==> src/rtl/shift_sequencer_pkg.sv <==
// Shared encodings for the shift sequencer: FSM states and the {R, L} strobe
// pair that drives the downstream shift register.
package shift_sequencer_pkg;

    typedef enum logic [2:0] {
        ST_IDLE,
        ST_LOAD,
        ST_WAIT,
        ST_SHIFT,
        ST_DONE
    } state_t;

    // Bit 1 is R, bit 0 is L.
    typedef enum logic [1:0] {
        CTL_HOLD  = 2'b00,
        CTL_LEFT  = 2'b01,
        CTL_RIGHT = 2'b10,
        CTL_LOAD  = 2'b11
    } ctl_t;

    function automatic logic is_busy(input state_t s);
        return (s == ST_LOAD) || (s == ST_WAIT) || (s == ST_SHIFT);
    endfunction

endpackage

==> src/rtl/shift_sequencer_rate_prescaler.sv <==
// Loadable down-counter that times the idle gap before each shift strobe.
// It stops at zero instead of wrapping, so the zero flag stays valid.
module shift_sequencer_rate_prescaler #(
    parameter int DIV_W = 16
) (
    input  logic             clk,
    input  logic             reset,
    input  logic             load,
    input  logic [DIV_W-1:0] load_val,
    input  logic             dec,
    output logic             zero
);

    logic [DIV_W-1:0] count;

    always_ff @(posedge clk or negedge reset) begin
        if (!reset) begin
            count <= '0;
        end else if (load) begin
            count <= load_val;
        end else if (dec && !zero) begin
            count <= count - DIV_W'(1);
        end
    end

    assign zero = (count == '0);

endmodule

==> src/rtl/shift_sequencer.sv <==
// Command sequencer for an N-bit shift register: one parallel load followed by
// a counted series of single-cycle shift strobes at a programmable rate.
module shift_sequencer
    import shift_sequencer_pkg::*;
#(
    parameter int N     = 8,
    parameter int CNT_W = 4,
    parameter int DIV_W = 16
) (
    input  logic             clk,
    input  logic             reset,
    input  logic             start,
    input  logic             abort,
    input  logic             dir,
    input  logic [N-1:0]     load_val,
    input  logic [CNT_W-1:0] steps,
    input  logic [DIV_W-1:0] rate,
    output logic [N-1:0]     sr_in,
    output logic             sr_R,
    output logic             sr_L,
    output logic             busy,
    output logic             done
);

    state_t           state, state_nx;
    ctl_t             ctl_nx;
    logic             capture, step_dec, pre_load, pre_dec, pre_zero;
    logic             dir_q;
    logic [CNT_W-1:0] steps_q, rem_q;
    logic [DIV_W-1:0] rate_q;

    always_ff @(posedge clk or negedge reset) begin
        if (!reset) begin
            state <= ST_IDLE;
        end else begin
            state <= state_nx;
        end
    end

    always_comb begin
        state_nx = state;
        capture  = 1'b0;
        step_dec = 1'b0;
        unique case (state)
            ST_IDLE: begin
                if (start && !abort) begin
                    capture  = 1'b1;
                    state_nx = ST_LOAD;
                end
            end
            ST_LOAD: begin
                if (steps_q == '0)       state_nx = ST_DONE;
                else if (rate_q == '0)   state_nx = ST_SHIFT;
                else                     state_nx = ST_WAIT;
            end
            ST_WAIT: begin
                if (pre_zero) state_nx = ST_SHIFT;
            end
            ST_SHIFT: begin
                step_dec = 1'b1;
                if (rem_q == CNT_W'(1))  state_nx = ST_DONE;
                else if (rate_q == '0)   state_nx = ST_SHIFT;
                else                     state_nx = ST_WAIT;
            end
            ST_DONE: state_nx = ST_IDLE;
            default: state_nx = ST_IDLE;
        endcase

        if (abort && state != ST_IDLE) begin
            state_nx = ST_IDLE;
            step_dec = 1'b0;
        end

        // Outputs are registered, so they are decoded from the next state.
        ctl_nx = CTL_HOLD;
        if (state_nx == ST_LOAD)       ctl_nx = CTL_LOAD;
        else if (state_nx == ST_SHIFT) ctl_nx = dir_q ? CTL_LEFT : CTL_RIGHT;
    end

    // A WAIT run of `rate` cycles: load rate-1 on entry, leave when it hits 0.
    assign pre_load = (state_nx == ST_WAIT) && (state != ST_WAIT);
    assign pre_dec  = (state == ST_WAIT);

    shift_sequencer_rate_prescaler #(
        .DIV_W(DIV_W)
    ) u_rate_prescaler (
        .clk     (clk),
        .reset   (reset),
        .load    (pre_load),
        .load_val(rate_q - DIV_W'(1)),
        .dec     (pre_dec),
        .zero    (pre_zero)
    );

    always_ff @(posedge clk or negedge reset) begin
        if (!reset) begin
            dir_q   <= 1'b0;
            steps_q <= '0;
            rate_q  <= '0;
            rem_q   <= '0;
        end else if (capture) begin
            dir_q   <= dir;
            steps_q <= steps;
            rate_q  <= rate;
            rem_q   <= steps;
        end else if (step_dec) begin
            rem_q   <= rem_q - CNT_W'(1);
        end
    end

    always_ff @(posedge clk or negedge reset) begin
        if (!reset) begin
            sr_in <= '0;
            sr_R  <= 1'b0;
            sr_L  <= 1'b0;
            busy  <= 1'b0;
            done  <= 1'b0;
        end else begin
            if (capture) sr_in <= load_val;
            {sr_R, sr_L} <= ctl_nx;
            busy <= is_busy(state_nx);
            done <= (state_nx == ST_DONE);
        end
    end

endmodule

==> config.mk <==
export PLATFORM = sky130hd
export DESIGN_NAME = shift_sequencer
export DESIGN_NICKNAME = d
export VERILOG_FILES = /design/src/rtl/shift_sequencer_pkg.sv /design/src/rtl/shift_sequencer_rate_prescaler.sv /design/src/rtl/shift_sequencer.sv
export SDC_FILE = /design/constraint.sdc
export NUM_CORES = 1
export LEC_CHECK = 0
export CAP_MARGIN = 0
export CORE_MARGIN = 2
export CORE_UTILIZATION = 48
export DETAILED_ROUTE_END_ITERATION = 6
export GPL_ROUTABILITY_DRIVEN = 0
export PLACE_DENSITY_LB_ADDON = 0.2
export SETUP_SLACK_MARGIN = 0.02
export SYNTH_ARGS = -nofsm -noshare
export SYNTH_HDL_FRONTEND = slang
export SYNTH_SLANG_ARGS = --single-unit
==> constraint.sdc <==
create_clock -name clk -period 3.09 [get_ports clk]
set_input_delay 0.618 -clock clk [delete_from_list [all_inputs] [get_ports clk]]
set_output_delay 0.618 -clock clk [all_outputs]
set_load 0.02 [all_outputs]
==> metrics.md <==
| Metric | Value |
|---|---|
| Critical path cell sequence | `or4_1 -> nor2_1 -> a311oi_4 -> mux2i_1 -> ha_1 -> nor2b_1 -> nand2_1 -> buf_4 -> nor3_1 -> xnor2_1 -> mux2i_1` |
| Main combinational cell family by area after synthesis | `simple AND/OR/NAND/NOR gates` |
| Seq/Total Area, Yosys | `0.485` |
| Max cap viols | `0` |
| Root buf cell | `clkbuf_8` |
| Pwr/cell area | `673 nW/um^2` |
| Via count | `2,422` |
| Critical Path RT | `3.30 ns` |
| Synth top area share | `0.485` |
| Initial DRC Count | `143` |
| Synth Area in Simple Gates | `0.260` |
| First-pass GRT wire length | `10,800 microns` |
| Inst Count DP | `441` |
| Syn Area/Cell | `9.03 sq um` |
| CP Launch Type | `flip-flop` |
| CP max stage delay | `0.63 ns` |
| IO Pins | `45` |
| DRC errors left | `0` |
| Num rows | `28` |
| CP max FO | `6` |
| Core box area | `5890 sq um` |
| Final hold slack | `0.426 ns` |
| Dpl hpwl | `4730 microns` |
| Share of cells above drive strength 1 | `0.0989` |
| Fraction of synthesized area in multiplexers | `0.0420` |
| Max Clk Rate | `342 MHz` |
| Fillers | `525` |
| Wirelength per Cell | `14.0 microns` |
| TritonCTS Buffers | `5` |
| Tot GR Track Use | `0.211` |
| Worst-path clk slew | `0.10 ns` |
| Slew HR | `0.393` |
| GRT overflow | `0` |
| Max Buffers Root-to-Sink | `2` |
| Fin Clk Skew | `0.00492 ns` |
| XOR/XNOR share of the synthesized area | `0.0606` |
| Initial DRT Pass Iterations | `4` |
| Crit path DAT | `3.13 ns` |
| Starting Density | `0.491` |
| Die width | `81.6 microns` |
| Register Area | `1400 sq um` |
| Number of synthesized flops with an enable pin | `0` |
| Antenna violations before repair | `0` |
| Lkg Pwr | `1.54 nW` |
| Synth async-reset ratio | `1.00` |
| Synth Warn # | `0` |
| Area leader, netlist | `dfrtp_1` |
| Fin nets | `409` |
| Largest cells by area after synthesis | `dfrtp_1 (48%), nand2_1 (13%), xnor2_1 (5.2%)` |
| Port Buffer Count | `44` |
| Crit path time final | `2.92 ns` |
| Synth Area in Adders | `0.0130` |
| Hold Fails Final Rpt | `0` |
| Clk sink count | `56` |
| Status | `finished, final reports clean` |
| Synth Register Bits | `56` |
| Vias in the first global route | `2,304` |
| Setup Fix Bufs, Post-CTS | `0` |
| Slew @ Worst Pin | `0.911 ns` |
| Distinct cell type count after synthesis | `48` |
| Total Wirelength | `6280 microns` |
| Vias per cell | `5.39` |
| Die height | `81.6 microns` |
| Post-synth top flop | `dfrtp_1` |
| RSZ-0062 raised after global routing | `true` |
| Post-Syn Nets | `356` |
| Antenna viol nets, final | `0` |
| Crit. End Element | `flip-flop` |
| Clk Latency, worst-skew pair | `0.31 ns` |
| Gate Count Post-Synth | `320` |
| R2r setup slk | `0.17 ns` |
| Largest net degree at the start of global routing | `43` |
| Setup-failing EPs final | `0` |
| Worst Hold Class | `primary input to async pin` |
| CP most frequent cell | `mux2i_1` |
| Setup tns final | `0 ns` |
| Max rail drop VDD | `0.298 mV` |
| Slew Limit Fails | `0` |
| Crit-path slowest cell | `or4_1` |
| Fin cells | `449` |
| Area Overhead vs Synth | `24.4%` |
| CTS tree | `yes` |
| Mapped Area | `2890 sq um` |
| Crit path kind | `flip-flop to flip-flop` |
| Multi-input combinational cell area | `1450 sq um` |
| Pwr Total | `2.42 mW` |
| Finished Core Util | `0.611` |
| Die footprint | `6660 sq um` |
| Clock H-tree levels | `2` |
| Post-synthesis compound-gate area fraction | `0.118` |
| Antenna Cells | `0` |
| Final period util | `0.945` |
==> worst max-delay path: cells and delay by family (launching register included) <==
| kind | cells | cell delay, ns |
|---|---|---|
| fa+ha+maj | 1 | 0.18 |
| compound gates | 1 | 0.16 |
| buf+inv | 1 | 0.15 |
| xor+xnor | 1 | 0.14 |
| mux | 2 | 0.28 |
| flops | 1 | 0.46 |
| simple gates | 5 | 1.42 |
==> sequential cells by signal, indices dropped and copies added (netlist names) <==
register                flops
sr_R                        1
busy                        1
rate_q                     16
dir_q                       1
sr_in                       8
rem_q                       4
state                       3
sr_L                        1
u_rate_prescaler.count     16
done                        1
steps_q                     4
==> logic make-up after synthesis <==
kind of cell,Yosys count
AO/OA/AOI/OAI,47
XOR/XNOR,20
adder cells (fa/ha/maj),3
buffers and inverters,16
flip-flops,56
multiplexers,12
AND/OR/NAND/NOR,166
==> cells in the mapped netlist (all sizes together), types with 3 or more instances <==
cell,instances
a21oi,10
clkbuf,10
dfrtp,56
ha,3
inv,4
mux2i,11
nand2,100
nand2b,3
nand3,5
nor2,19
nor3,11
nor3b,4
nor4,9
o21ai,12
o31ai,4
or3,3
or4,6
xnor2,17
xor2,3
==> final timing paths <==
check	from	end	cells after the start
max	rate_q[8]	u_rate_prescaler.count[10]	11
min	reset	sr_in[6]	1
max reg2reg	rate_q[8]	u_rate_prescaler.count[10]	11
min reg2reg	steps_q[0]	steps_q[0]	2
max in group asynchronous	reset	rate_q[1]	2
min in group clk	steps_q[0]	steps_q[0]	2
==> through the flow <==
stage / cell area [sq um] / worst slack, ns
finish: 3600 / 0.170
global route: 3600 / 0.0121
CTS: 3590 / 0.148
detailed placement: 3490 / -0.0776
global placement: 3490 / 0.0527
floorplan: 2910 / 0.0449
==> layout by cell type (no fill, tap or decap), types with 3 or more instances in the layout <==
cell             synthesis  layout
a21oi_1                 10      10
buf_4                    0      14
clkbuf_8                 0       6
clkdlybuf4s50_1          0      43
dfrtp_1                 56      56
ha_1                     3       3
inv_1                    4       4
mux2i_1                 11      11
nand2_1                100     100
nand2b_1                 3       3
nand3_1                  5       5
nor2_1                  18      16
nor2_2                   1       3
nor3_1                  11      11
nor3b_1                  3       3
nor4_1                   9       8
o21ai_0                 11      11
o31ai_1                  4       4
or3_1                    3       3
or4_1                    4       4
xnor2_1                 17      17
xor2_1                   3       3
==> layout make-up <==
type	instances	share of cell area
flip-flops and latches	56	0.390
clock inverters	2	0.00383
repair buffers	58	0.150
well taps	75	0.0261
multi-input cells	248	0.403
clock buffers	6	0.0230
inverters	4	0.00418
==> power breakdown <==
part           switching (mW)  internal, mW
Clock                   0.243         0.184
Combinational           0.409         0.401
Sequential              0.237         0.947
Total                   0.890          1.53
==> timing repair <==
item                       CTS  global route
setup endpoints to repair    0             1
gates resized for setup      0             2
hold buffers                 0             0
==> metal layers <==
layer | routed length [microns] | up-vias | part of all wire | global-route usage
li1 | - | 1205 | - | -
met1 | 3020 | 1159 | 0.48 | 0.299
met2 | 2920 | 51 | 0.46 | 0.331
met3 | 247 | 7 | 0.039 | 0.0363
met4 | 95 | 0 | 0.015 | 0.0700
met5 | 0 | - | 0 | 0
Note: power is estimated with default switching activity, not from simulation.
